$ cat config.mk
export PLATFORM = sky130hd
export DESIGN_NAME = nrad_seq
export DESIGN_NICKNAME = d
export VERILOG_FILES = /design/src/rtl/nrad_seq.sv
export SDC_FILE = /design/constraint.sdc
export NUM_CORES = 1
export LEC_CHECK = 0
export ABC_AREA = 1
export ABC_CLOCK_PERIOD_IN_PS = 5000
export BUFFER_PORTS_ARGS = -buffer_cell sky130_fd_sc_hd__buf_2
export CORE_ASPECT_RATIO = 1.5
export CORE_MARGIN = 1
export CORE_UTILIZATION = 60
export DETAILED_ROUTE_END_ITERATION = 6
export GPL_ROUTABILITY_DRIVEN = 0
export PLACE_DENSITY = 0.86
export SETUP_SLACK_MARGIN = 0.02
export SYNTH_ARGS = -nofsm -noshare
export SYNTH_HDL_FRONTEND = slang
export SYNTH_SLANG_ARGS = --single-unit
$ cat constraint.sdc
create_clock -name clk -period 5 [get_ports clk]
set_clock_uncertainty 0.2 [all_clocks]
set_input_delay 0.75 -clock clk [delete_from_list [all_inputs] [get_ports clk]]
set_output_delay 0.75 -clock clk [all_outputs]
set_load 0.03 [all_outputs]
$ cat src/rtl/nrad_seq.sv
// nrad_seq: iterative non-restoring divider, one quotient bit per clock plus one correction cycle.
// Define NRAD_SIGNED_EN for two's complement operands (truncating division, remainder follows dividend).
module nrad_seq #(
  parameter int N = 8,
  parameter int M = 4
) (
  input  logic         clk,
  input  logic         rst,
  input  logic         start,
  input  logic [N-1:0] X,
  input  logic [M-1:0] Y,
  output logic         busy,
  output logic         done,
  output logic         dz,
  output logic [N-1:0] Q,
  output logic [M-1:0] R
);
  localparam int KW = $clog2(N);
  localparam logic [1:0] IDLE = 2'd0, CALC = 2'd1, CORR = 2'd2, DONE = 2'd3;
  logic [1:0] st;
  logic [N-1:0] d, qr, xm, qv;
  logic [M-1:0] dv, ym, rv;
  logic [M:0] p, ps, pn, dvx;
  logic [KW-1:0] k;
  logic zr;
`ifdef NRAD_SIGNED_EN
  logic sx, sy;
  assign xm = X[N-1] ? -X : X;
  assign ym = Y[M-1] ? -Y : Y;
  assign qv = (sx ^ sy) ? -qr : qr;
  assign rv = sx ? -p[M-1:0] : p[M-1:0];
`else
  assign xm = X;
  assign ym = Y;
  assign qv = qr;
  assign rv = p[M-1:0];
`endif
  assign dvx = {1'b0, dv};
  assign ps = {p[M-1:0], d[N-1]};
  assign pn = p[M] ? ps + dvx : ps - dvx;
  // outputs are registered one cycle behind the state; a zero divisor passes through the (no-op) correction cycle
  always_ff @(posedge clk) begin
    if (rst) begin
      st <= IDLE;
      busy <= 1'b0;
      done <= 1'b0;
      dz <= 1'b0;
      Q <= '0;
      R <= '0;
    end else begin
      busy <= (st == CALC) || (st == CORR);
      done <= (st == DONE);
      case (st)
        IDLE: if (start) begin
          d <= xm;
          dv <= ym;
          p <= '0;
          qr <= '0;
          k <= KW'(N - 1);
          zr <= (ym == '0);
          st <= (ym == '0) ? CORR : CALC;
`ifdef NRAD_SIGNED_EN
          sx <= X[N-1];
          sy <= Y[M-1];
`endif
        end
        CALC: begin
          d <= d << 1;
          p <= pn;
          qr <= {qr[N-2:0], ~pn[M]};
          k <= k - 1'b1;
          if (k == '0) st <= CORR;
        end
        CORR: begin
          if (p[M]) p <= p + dvx;
          st <= DONE;
        end
        DONE: begin
          dz <= zr;
          Q <= zr ? '1 : qv;
          R <= rv;
          st <= IDLE;
        end
      endcase
    end
  end
endmodule

# == Word-level counts from Yosys, hierarchy flattened ==
# Index checks and enable logic that the tools add are counted.
# op_classes
addsub,4
n_eq_ne,6
mux,15
bitwise_logic,2
n_reduce_logical,11
# op_table
cell,count
case mux 8 bit (2 select lines),2
two-way mux 8 bit,3
two-way mux 5 bit,3
case mux 5 bit (3 select lines),1
adder 5 x 4 -> 5 bit,2
AND reduction 3 bit,3
case mux 2 bit (4 select lines),1
two-way mux 2 bit,3
case mux 3 bit (2 select lines),1
subtractor 5 x 4 -> 5 bit,1
equality test 2 bit (second input constant),2
zero test 4 bit,1
!= test 2 bit (second input constant),2
AND reduction 4 bit,1
zero test 3 bit,1
two-way mux 3 bit,1
nonzero test 3 bit,1
subtractor 3 x 1 -> 3 bit (second input constant),1
equality test 2 x 1 -> 1 bit (second input constant),1
zero test 2 bit,1
!= test 2 x 1 -> 1 bit (second input constant),1
NOT 1 bit,2
AND reduction 2 bit,1
nonzero test 2 bit,1
logical OR 1 bit,1
# totals
reg_bits,46
inputBits,15
out_inout_bits,15
wordCells,51

# == Logic depth before layout (Yosys ltp) ==
# Gate-level depths: netlist of run 1.
# depth
word_depth,4
ltp_mapped,12

# == Least setup slack after synthesis of run 1 ==
# No wires, ideal clock.
# synth_timing
path_kind,input to register
startpoint,input port rst
endpoint,register d[0] (enable)
setup_time_ns,0.401
arrival_ns,1.899
t_required_ns,4.399
path_slack_ns,2.499
cell_stages,3
path_buffers,0
path_cell_list,inv_1 > nand2_1 > a21oi_1
# synth_between
elab_chain_len,2
# synth_rtl
item,line_no,rtl
start: declaration,8,"input logic rst,"
NOT 1 bit (no source line),-,
AND reduction 3 bit (no source line),-,
end signal: assignment,55,d <= xm;
end signal: assignment,68,d <= d << 1;
end: declaration,21,"logic [N-1:0] d, qr, xm, qv;"
# No other way between the ends.
# A chain may end at the register's enable or synchronous reset.

# == Worst setup path after layout of run 1 ==
# layout_timing
startpoint,register dv[1]
endpoint,"register p[4], data pin"
# layout_between
elab_chain_len,3
elab_cells_between_ends,6
cone_classes,add/sub: 3; mux: 3
# layout_rtl
item,line_no,rtl
start: declaration,22,"logic [M-1:0] dv, ym, rv;"
start signal: assignment,56,dv <= ym;
adder 5 x 4 -> 5 bit (tied with other cells),75,if (p[M]) p <= p + dvx;
"two-way mux 5 bit, on equally long branches","75, 40",
case mux 5 bit (3 select lines) *,53,case (st)
end signal: assignment,69,p <= pn;
end signal: assignment,75,
end: declaration,23,"logic [M:0] p, ps, pn, dvx;"
# Mark *: on every way between the ends. The rest lies on a longest branch, timed or not. The select of a mux whose other input is x is not followed.

==> results of run 1 <==
how the worst max path moves through the flow:
stage          start  cells past startpoint  slack [ns]    to
3_5_place_dp     rst                      4        2.49  p[1]
4_1_cts        dv[1]                     11        2.60  p[4]
5_1_grt        dv[1]                     11        2.44  p[4]
2_1_floorplan    rst                      3        2.50  d[0]
3_3_place_gp     rst                      4        2.57  p[1]
6_report       dv[1]                     11        2.60  p[4]
cells by family after synthesis:
logic type | synth area share (%)
xor gates and xnor gates | 0.388
and+or+nand+nor | 19.1
adders and majority gates | 11.2
AOI/OAI and AO/OA | 8.14
buffers and inverters | 7.59
DFF | 53.6
per-stage QoR:
step                area (um2)  instances  hold slack, ns  util, %  total power, W
global route              2520        325           0.298     71.8         0.00144
global placement          2430        317           0.247     69.1         0.00109
finish                    2520        325           0.272     71.8         0.00134
detailed placement        2430        317           0.259     69.1         0.00111
CTS                       2520        325           0.273     71.8         0.00134
floorplan                 2260        251           0.228        -        0.000983
power groups by stage:
stage / Clock, W / Sequential [W] / Combinational [W]
3_3_place_gp: 0 / 0.000596 / 0.000491
6_report: 0.000237 / 0.000596 / 0.000505
5_1_grt: 0.000253 / 0.000606 / 0.000579
3_5_place_dp: 0 / 0.000604 / 0.000505
2_1_floorplan: 0 / 0.000631 / 0.000352
4_1_cts: 0.000238 / 0.000596 / 0.000508
layout by cell type, fill, tap and decap left out:
master / synthesis / final
a31oi_1: 1 / 1
nor3_1: 1 / 1
nor2_1: 17 / 17
inv_6: 0 / 1
dfxtp_1: 17 / 17
o21ai_1: 2 / 2
o211ai_1: 1 / 1
a211oi_1: 1 / 1
inv_2: 1 / 1
nand2_1: 73 / 73
xor2_1: 1 / 1
fa_1: 2 / 2
buf_4: 0 / 1
nand3_1: 15 / 15
a22oi_1: 1 / 1
edfxtp_1: 29 / 29
o21ai_0: 14 / 14
or2_2: 1 / 1
ha_1: 17 / 17
a21oi_1: 15 / 15
buf_2: 5 / 29
inv_1: 35 / 35
clkbuf_8: 0 / 6
or2_1: 1 / 1
clkbuf_1: 0 / 1
routing by layer:
| layer | track usage (%) | routed length, um | up-vias |
|---|---|---|---|
| met5 | 0 | 0 | - |
| met4 | 13.0 | 140 | 0 |
| met3 | 4.96 | 118 | 11 |
| met2 | 41.4 | 2240 | 28 |
| met1 | 29.0 | 1820 | 775 |
| li1 | - | - | 876 |
critical path, stage by stage, from the launching register on:
cell and delay, ns:
edfxtp_1 0.44, inv_1 0.12, ha_1 0.23, nand2_1 0.06, o21ai_0 0.14, fa_1 0.46
inv_1 0.07, nor2_1 0.04, nor2_1 0.12, nand3_1 0.11, nand3_1 0.09, a21oi_1 0.08
state kept, by name, indices dropped and copies added, names as in the netlist, 2 cells and up:
signal and flops:
d 8, st 2, p 5, qr 8, k 3, dv 4, Q 8, R 4
area by class of cell:
class,count,area [um2],area share (%)
flip-flops and latches,46,1210,48.0
multi-input cells,163,876,34.7
clock inverters,1,8.76,0.347
repair buffers,30,153,6.05
clock buffers,7,86.3,3.42
inverters,36,135,5.36
well taps,42,52.6,2.08
==> key figures, run 1 <==
Status
  • Outcome: complete, no violations

Placed design
  • HPWL Detailed: roughly 3300 um
  • PortBufs: 29
  • Setup WS pre-CTS: approximately 2.5 ns

Clock tree
  • Number of buffers created by CTS: 5
  • Clk pin slew, worst setup/hold paths: ~0.09 ns
  • CTS root buf: clkbuf_8
  • H-Tree Depth: 2
  • CTS Hold Bufs: 0
  • Post-cts sizing count: 0
  • CTS tree: done
  • Post-CTS Setup Inserts: 0
  • Clk sinks: 46
  • Clock Latency Late Sink: roughly 0.3 ns
  • CTS Buffer Depth: 2

Detailed routing
  • Post-DR vias/cell: 5.20
  • Routed Antenna Nets: 0
  • Final WL: 4310 um
  • Via count: roughly 1700
  • DRT iter0 DRCs: 21
  • DR DRC count: 0
  • Detailed Routing Iterations Pass 1: 4
  • DR WL/cell: roughly 13 um

Hold path
  • Hold/Removal Path Class: flip-flop to flip-flop
  • Worst hold stages: 2
  • Min-delay src: Q[6]
  • Hold EP: Q[6]

Power
  • Int Power: 0.000816 W
  • Leakage power: between 1 and 1.5 nW
  • Sequential share of power: around 45%
  • Clock share of power: between 10% and 20%
  • Combinational Power Share: 37.8%
  • Switching share of power: 39.0%
  • Power per Cell Area: approximately 530 mW/mm2
  • IR drop worst, VDD: 0.433 mV
  • Psw: roughly 0.00052 W

Global routing
  • Pin count of the biggest net entering global routing: 24
  • Global route overflow: 0
  • GRT Overall Usage: roughly 25%
  • Antenna violations before repair: 0
  • Vias in the first global route: roughly 1600
  • First-pass GRT wire length: ~7200 um

Final layout
  • Fillers: 287
  • Diode count: 0
  • Area Overhead vs Synth: 11.7%
  • Share of cells above drive strength 1: about 14%
  • Nets: 316

Timing
  • Final Hold Fails: 0
  • Worst-Margin Slew: between 0.7 and 0.8 ns
  • Final setup fails: 0
  • Setup TNS: 0 ns
  • Max_slew headroom: between 40% and 50%
  • Smallest setup slack after layout: about 2.6 ns
  • Fraction of the cycle the final worst path needs: a little under 50%
  • RSZ-0062 raised after global routing: no
  • F_max: 416 MHz
  • Slew Viols, Final: 0
  • Minimum clock period: between 2 and 2.5 ns

Synthesis
  • Mapped Area: ~0.0023 mm2
  • EDFF count, synth: 29
  • Count leader, synth: nand2_1
  • Seq/Total Area, Yosys: between 50% and 60%
  • Flop and latch count out of synthesis: 46
  • Post-synth top area share: about two fifths
  • Post-synthesis async set-or-reset flop share: 0%
  • Distinct cells, synth: 22
  • Synth area leader: edfxtp_1
  • Net count after synthesis: around 290
  • Synth cell count leaders: nand2_1, inv_1, edfxtp_1
  • Synth warn: 0
  • Main area contributors after synthesis: edfxtp_1, dfxtp_1, nand2_1, ha_1, inv_1
  • Mapped Cells: 251
  • Main synth FF type: edfxtp_1
  • Post-Syn Area per Cell: between 8 and 9 um2

Floorplanning
  • CORE AREA: ~0.0035 mm2
  • Die ar.: about 0.0040 mm2
  • Num rows: 26
  • Die span in y: 77.1 um
  • Io pins: 30
  • Initial Util: 64.3%
  • Die W: 52.1 um

Critical path
  • Reg2Reg Launch Point: dv[1]
  • Critical path required time: 4.86 ns
  • Critical R2R Capture: p[4]
  • Setup crit end kind: flip-flop
  • Critical path arrival: ~2.3 ns
  • Critical path type: flip-flop to flip-flop
  • Reg2Reg Depth: 11
  • Reg2reg setup slack: about 2.6 ns
  • Crit Path Max Fanout: 3
  • CP Launch Type: flip-flop

Run
  • Max cap viols: 0
Power figures use the tool's default switching activity.
==> run 2: changes to the inputs <==
- ABC_CLOCK_PERIOD_IN_PS: 5000 -> 2100
- CORE_UTILIZATION: 60 -> 51
- PLACE_DENSITY: 0.86 -> 0.78
- clock period: 5 -> 2.1 ns (I/O delays scaled with it)
==> run 2 against run 1 <==
Compared with the run above:
- the flow now finishes with violations (setup timing)
- global-route usage down 2.5 points
- setup slack worse by 2.7 ns
- wire length grew 19%
- combinational power grew to 3.1 times the previous value
- critical endpoint unchanged
==> key figures, run 2 (synthesis results as in run 1) <==
Power
  • IR drop worst, VDD: approximately 0.89 mV
  • Switching share of power: between 40% and 50%
  • Combinational Power Share: around 44%
  • Int Power: just over 0.002 W
  • Leakage power: ~1.4 nW
  • Sequential share of power: between 40% and 50%
  • Psw: around 0.0014 W
  • Total power: 0.00351 W
  • Clock share of power: between 15 and 20%
  • Power per Cell Area: around 1300 mW/mm2

Floorplanning
  • Num rows: 29
  • Initial Util: between 50% and 60%
  • Die W: ~56 um
  • CORE AREA: 0.00425 mm2
  • Io pins: 30
  • Die ar.: about 0.0047 mm2
  • Die span in y: between 80 and 90 um

Status
  • Failing checks: setup timing
  • Outcome: finished, violations left

Detailed routing
  • Top Layer Used: met4
  • Met3 Routed Length: about 170 um
  • M1 WL: slightly below 2000 um
  • DR DRC count: 0
  • Post-DR vias/cell: ~5.3
  • Detailed Routing Iterations Pass 1: 4
  • DR WL/cell: ~15 um
  • Met2 wire len: ~2800 um
  • Routed Antenna Nets: 0
  • DRT iter0 DRCs: 75
  • Via count: approximately 1800
  • Final WL: a little over 5000 um

Critical path
  • Crit path max-delay family: adder cells
  • CP Launch Type: flip-flop
  • Critical path arrival: around 2.1 ns
  • Critical path required time: between 1.5 and 2 ns
  • Crit Path Max Fanout: 3
  • Reg2reg setup slack: -0.14 ns
  • Worst path depth: 11
  • Bufs and invs on worst path: 2
  • CP peak stage delay: around 0.43 ns
  • CP max stage cell: edfxtp_1
  • Critical R2R Capture: p[4]
  • CP Cell Sequence: inv_2 -> ha_4 -> nand2_4 -> o21ai_4 -> fa_2 -> inv_2 -> nor2_4 -> nor2_4 -> nand3_1 -> nand3_2 -> a21oi_2
  • Reg2Reg Depth: 11
  • Reg2Reg Launch Point: dv[1]
  • Critical path type: flip-flop to flip-flop
  • Setup crit end kind: flip-flop

Timing
  • Max_slew headroom: roughly 74%
  • Min Hold Slack: ~0.047 ns
  • Fraction of the cycle the final worst path needs: 107%
  • RSZ-0062 raised after global routing: yes
  • Worst-Margin Slew: between 0.3 and 0.4 ns
  • Final setup fails: 4
  • Slew Viols, Final: 0
  • F_max: between 400 and 500 MHz
  • Minimum clock period: 2.24 ns
  • Smallest setup slack after layout: -0.140 ns
  • Final Hold Fails: 0

Placed design
  • PortBufs: 29
  • Setup WS pre-CTS: -0.0682 ns
  • DP Area: around 0.0025 mm2
  • HPWL Detailed: 3240 um
  • Post-Place Cells: ~330

Clock tree
  • CTS tree: done
  • CTS root buf: clkbuf_8
  • Clk sinks: 46
  • H-Tree Depth: 2
  • Number of buffers created by CTS: 5
  • Clk pin slew, worst setup/hold paths: roughly 0.1 ns
  • Clock Latency Late Sink: approximately 0.31 ns
  • CTS Buffer Depth: 2

Final layout
  • Most common cell after layout, fill and taps aside: nand2_1
  • Area Overhead vs Synth: 24.3%
  • Area of the multi-input gates: roughly 1000 um2
  • Post-Layout Cell Count: 351
  • Design area: between 0.002 and 0.003 mm2
  • Share of cells above drive strength 1: a little over a quarter
  • Diode count: 0
  • Largest registers: Q (8), d (8), qr (8)
  • Register Area: around 0.0012 mm2
  • Most frequent cells in the layout: nand2_1, inv_1, edfxtp_1, buf_2
  • Fillers: 327
  • Nets: 338

Global routing
  • Pin count of the biggest net entering global routing: 23
  • Global route overflow: 0
  • Vias in the first global route: approximately 1800
  • First-pass GRT wire length: just over 8000 um
  • GRT Overall Usage: roughly 22%
  • Antenna violations before repair: 0

Hold path
  • Worst hold stages: 2
  • Hold EP: dz
  • Min-delay src: rst
  • Hold/Removal Path Class: input pin to flip-flop

Run
  • Max cap viols: 0
run 2: routing by layer:
layer  up-vias  GRT usage, %
met5         -             0
met4         0          11.5
met3        13          3.88
met2        42          39.7
met1       873          25.0
li1        920             -
run 2: power by group through the flow:
| stage | sequential, W | clock, W | combinational (W) |
|---|---|---|---|
| global placement | 0.00142 | 0 | 0.00127 |
| global route | 0.00144 | 0.000580 | 0.00172 |
| floorplan | 0.00150 | 0 | 0.000864 |
| finish | 0.00141 | 0.000548 | 0.00155 |
| CTS | 0.00141 | 0.000553 | 0.00138 |
| detailed placement | 0.00143 | 0 | 0.00132 |
run 2: timing repair:
item	CTS	global route
setup endpoints to repair	2	4
gates resized for setup	6	17
buffers inserted	5	2
endpoints found under the hold margin	4	0
hold buffers	4	0
pin swaps	11	8
run 2: cell type report:
class | instances | share of cell area (%)
Clock buffer | 5 | 2.45
Multi-Input combinational cell | 163 | 34.9
Inverter | 36 | 4.81
Sequential cell | 46 | 43.1
Clock inverter | 3 | 0.713
Tap cell | 46 | 2.05
Timing Repair Buffer | 52 | 11.9
run 2: how the worst max path moves through the flow:
stage               start  endpoint  slack, ns
floorplan           dv[1]      p[3]      -0.03
detailed placement  dv[1]      p[3]      -0.07
global route        dv[1]      p[4]      -0.23
CTS                 dv[1]      p[3]      -0.02
global placement    dv[1]      p[3]      0.006
finish              dv[1]      p[4]      -0.14
run 2: per-stage QoR:
| step | util, % | setup TNS, ns |
|---|---|---|
| floorplan | - | -0.0250 |
| global placement | 60.0 | 0 |
| detailed placement | 60.0 | -0.108 |
| CTS | 64.3 | -0.0370 |
| global route | 66.1 | -0.654 |
| finish | 66.1 | -0.358 |
==> run 3: changes to the inputs <==
- ABC_AREA: 1 -> 0
==> run 3 against run 2 <==
Compared with the run above:
- the flow still finishes with violations (setup timing)
- setup slack lost 0.10 ns
- sequential share of layout area grew 2.7 points
- first-iteration DRC count shrank 47%
- synthesized cell count is 26% lower
- largest cell class unchanged
- highest routed layer unchanged
==> key figures, run 3 <==
Critical path
  • Bufs and invs on worst path: 1
  • Reg2reg setup slack: -0.24 ns
  • Critical R2R Capture: qr[0]
  • Critical path required time: approximately 2 ns
  • CP Cell Sequence: inv_1 -> ha_1 -> mux2_4 -> fa_2 -> a21o_1 -> a21oi_2 -> xnor2_1 -> and2_1
  • Critical path type: flip-flop to flip-flop
  • Reg2Reg Launch Point: dv[0]
  • Setup crit end kind: flip-flop
  • Worst Setup SP: dv[0]
  • Crit Path Max Fanout: 2
  • CP Launch Type: flip-flop
  • CP max stage cell: edfxtp_1
  • CP peak stage delay: around 0.40 ns
  • Crit path max-delay family: adder cells
  • Critical path arrival: approximately 2.2 ns
  • Reg2Reg Depth: 8

Final layout
  • Design area: between 0.002 and 0.003 mm2
  • Most frequent cells in the layout: edfxtp_1, buf_2, nor2_1
  • Area of the multi-input gates: 923 um2
  • Register Area: between 0.001 and 0.0015 mm2
  • Diode count: 0
  • Fillers: approximately 350
  • Largest registers: Q (8), d (8), qr (8)
  • Share of cells above drive strength 1: a little under 30%
  • Area Overhead vs Synth: 19.3%
  • Nets: about 270

Timing
  • F_max: approximately 430 MHz
  • Max_slew headroom: between 60% and 70%
  • Slew Viols, Final: 0
  • Fraction of the cycle the final worst path needs: 112%
  • Worst-Margin Slew: 0.497 ns
  • Minimum clock period: 2.34 ns
  • Final Hold Fails: 0
  • RSZ-0062 raised after global routing: yes
  • Final setup fails: 4
  • Smallest setup slack after layout: -0.242 ns

Floorplanning
  • Die span in y: 82.7 um
  • CORE AREA: between 0.004 and 0.005 mm2
  • Io pins: 30
  • Initial Util: 52.6%
  • Num rows: 29
  • Die W: 55.8 um
  • Die ar.: ~0.0046 mm2

Global routing
  • Met1 GRT Util: a little over a fifth
  • Met2 Use GR: 35.4%
  • Pin count of the biggest net entering global routing: 21
  • Vias in the first global route: around 1500
  • GRT Overall Usage: about a fifth
  • Gr busiest metal: met2
  • First-pass GRT wire length: 6780 um
  • Antenna violations before repair: 0
  • M3 GR Usage: 3.43%
  • Global route overflow: 0

Synthesis
  • Post-synth top area share: between 30% and 40%
  • Seq/Total Area, Yosys: a little over half
  • Main area contributors after synthesis: edfxtp_1, dfxtp_1, ha_1, nor2_1, mux2_2
  • Count leader, synth: edfxtp_1
  • Synth cell count leaders: edfxtp_1, nor2_1, dfxtp_1, ha_1, inv_1
  • Main synth FF type: edfxtp_1
  • Mapped Area: 0.00221 mm2
  • EDFF count, synth: 29
  • Synth area leader: edfxtp_1
  • Distinct cells, synth: 37
  • Post-synthesis async set-or-reset flop share: 0%
  • Mapped Cells: approximately 190
  • Net count after synthesis: 220
  • Post-Syn Area per Cell: ~12 um2
  • Synth warn: 0
  • Flop and latch count out of synthesis: between 40 and 50

Placed design
  • Setup WS pre-CTS: -0.239 ns
  • PortBufs: 29
  • DP Area: around 0.0025 mm2
  • HPWL Detailed: about 3200 um

Power
  • Leakage power: 1.13 nW
  • Power per Cell Area: approximately 1200 mW/mm2
  • IR drop worst, VDD: between 0.7 and 0.8 mV

Status
  • Failing checks: setup timing
  • Outcome: finished, violations left

Hold path
  • Min-delay src: Y[0]
  • Hold/Removal Path Class: input pin to flip-flop
  • Hold EP: dv[0]
  • Worst hold stages: 1

Detailed routing
  • Post-DR vias/cell: 5.42
  • DR DRC count: 0
  • DR WL/cell: 15.2 um
  • Via count: ~1500
  • Final WL: roughly 4300 um
  • Routed Antenna Nets: 0
  • Detailed Routing Iterations Pass 1: 4
  • DRT iter0 DRCs: 40

Clock tree
  • CTS root buf: clkbuf_8
  • Clk sinks: 46
  • CTS tree: done
  • Number of buffers created by CTS: 5
  • H-Tree Depth: 2
  • Clock Latency Late Sink: between 0.3 and 0.4 ns
  • Clk pin slew, worst setup/hold paths: 0.09 ns
  • CTS Buffer Depth: 2

Run
  • Max cap viols: 0
-- run 3: cell count changes after synthesis, moves of 3 or more --
cell and delta:
a21o_1 +3, nor2b_1 +3, nand2_1 -67, clkbuf_1 +3, o21ai_0 -13, o22ai_1 +9
inv_1 -25, mux2i_1 +7, and2_1 +9, nor2_1 +8, a21oi_1 -7, nand3_1 -14
buf_2 -4, mux2_2 +8
-- run 3: worst max-delay path by stage --
stage,end,slack (ns),cells after the start
floorplan,p[4],-0.23,8
global placement,p[4],-0.19,8
detailed placement,p[4],-0.24,8
CTS,qr[0],-0.22,8
global route,qr[0],-0.34,8
finish,qr[0],-0.24,8
-- run 3: cells by family after synthesis --
logic type      count (synthesis)  synth area share [%]
compound gates                 28                  8.31
buf+inv                        19                  4.41
fa+ha+maj                      19                  11.4
xor+xnor                        5                  1.98
simple gates                   54                  12.0
mux                            15                  7.23
flops                          46                  54.7
-- run 3: routing by layer --
metal | share of wire (%) | wire length, um | vias to the layer above
met5 | 0 | 0 | -
met4 | 4.9 | 210 | 0
met3 | 3.3 | 140 | 14
met2 | 53 | 2250 | 39
met1 | 39 | 1660 | 716
li1 | - | - | 753
-- run 3: repair_timing --
action | in CTS | in global routing
setup endpoints to repair | 4 | 9
pin swaps | 4 | 1
buffers inserted | 1 | 1
hold endpoints to repair | 2 | 0
hold buffers | 2 | 0
resized for setup | 1 | 2
-- run 3: layout make-up --
class	count	area share, %
sequential	46	45.9
multi-input combinational	121	35.0
clock inverter	1	0.237
inverter	10	1.42
tap	46	2.18
timing repair buffer	50	11.7
clock buffer	7	3.69
-- run 3: metrics by stage --
step | cells | setup TNS (ns) | total power [W] | util, % | hold slack, ns
6_report | 281 | -0.753 | 0.00314 | 62.8 | 0.0144
3_5_place_dp | 269 | -0.608 | 0.00252 | 59.3 | 0.281
4_1_cts | 280 | -0.651 | 0.00315 | 62.5 | 0.00945
2_1_floorplan | 186 | -0.510 | 0.00218 | - | 0.214
3_3_place_gp | 269 | -0.436 | 0.00248 | 59.3 | 0.267
5_1_grt | 281 | -1.21 | 0.00333 | 62.8 | 0.0127
-- run 3: where the power goes --
| group | internal [W] | leakage (nW) | switching, W |
|---|---|---|---|
| Clock | 0.000308 | 0.0539 | 0.000305 |
| Sequential | 0.00121 | 0.408 | 0.000116 |
| Combinational | 0.000543 | 0.672 | 0.000662 |
| Total | 0.00206 | 1.13 | 0.00108 |
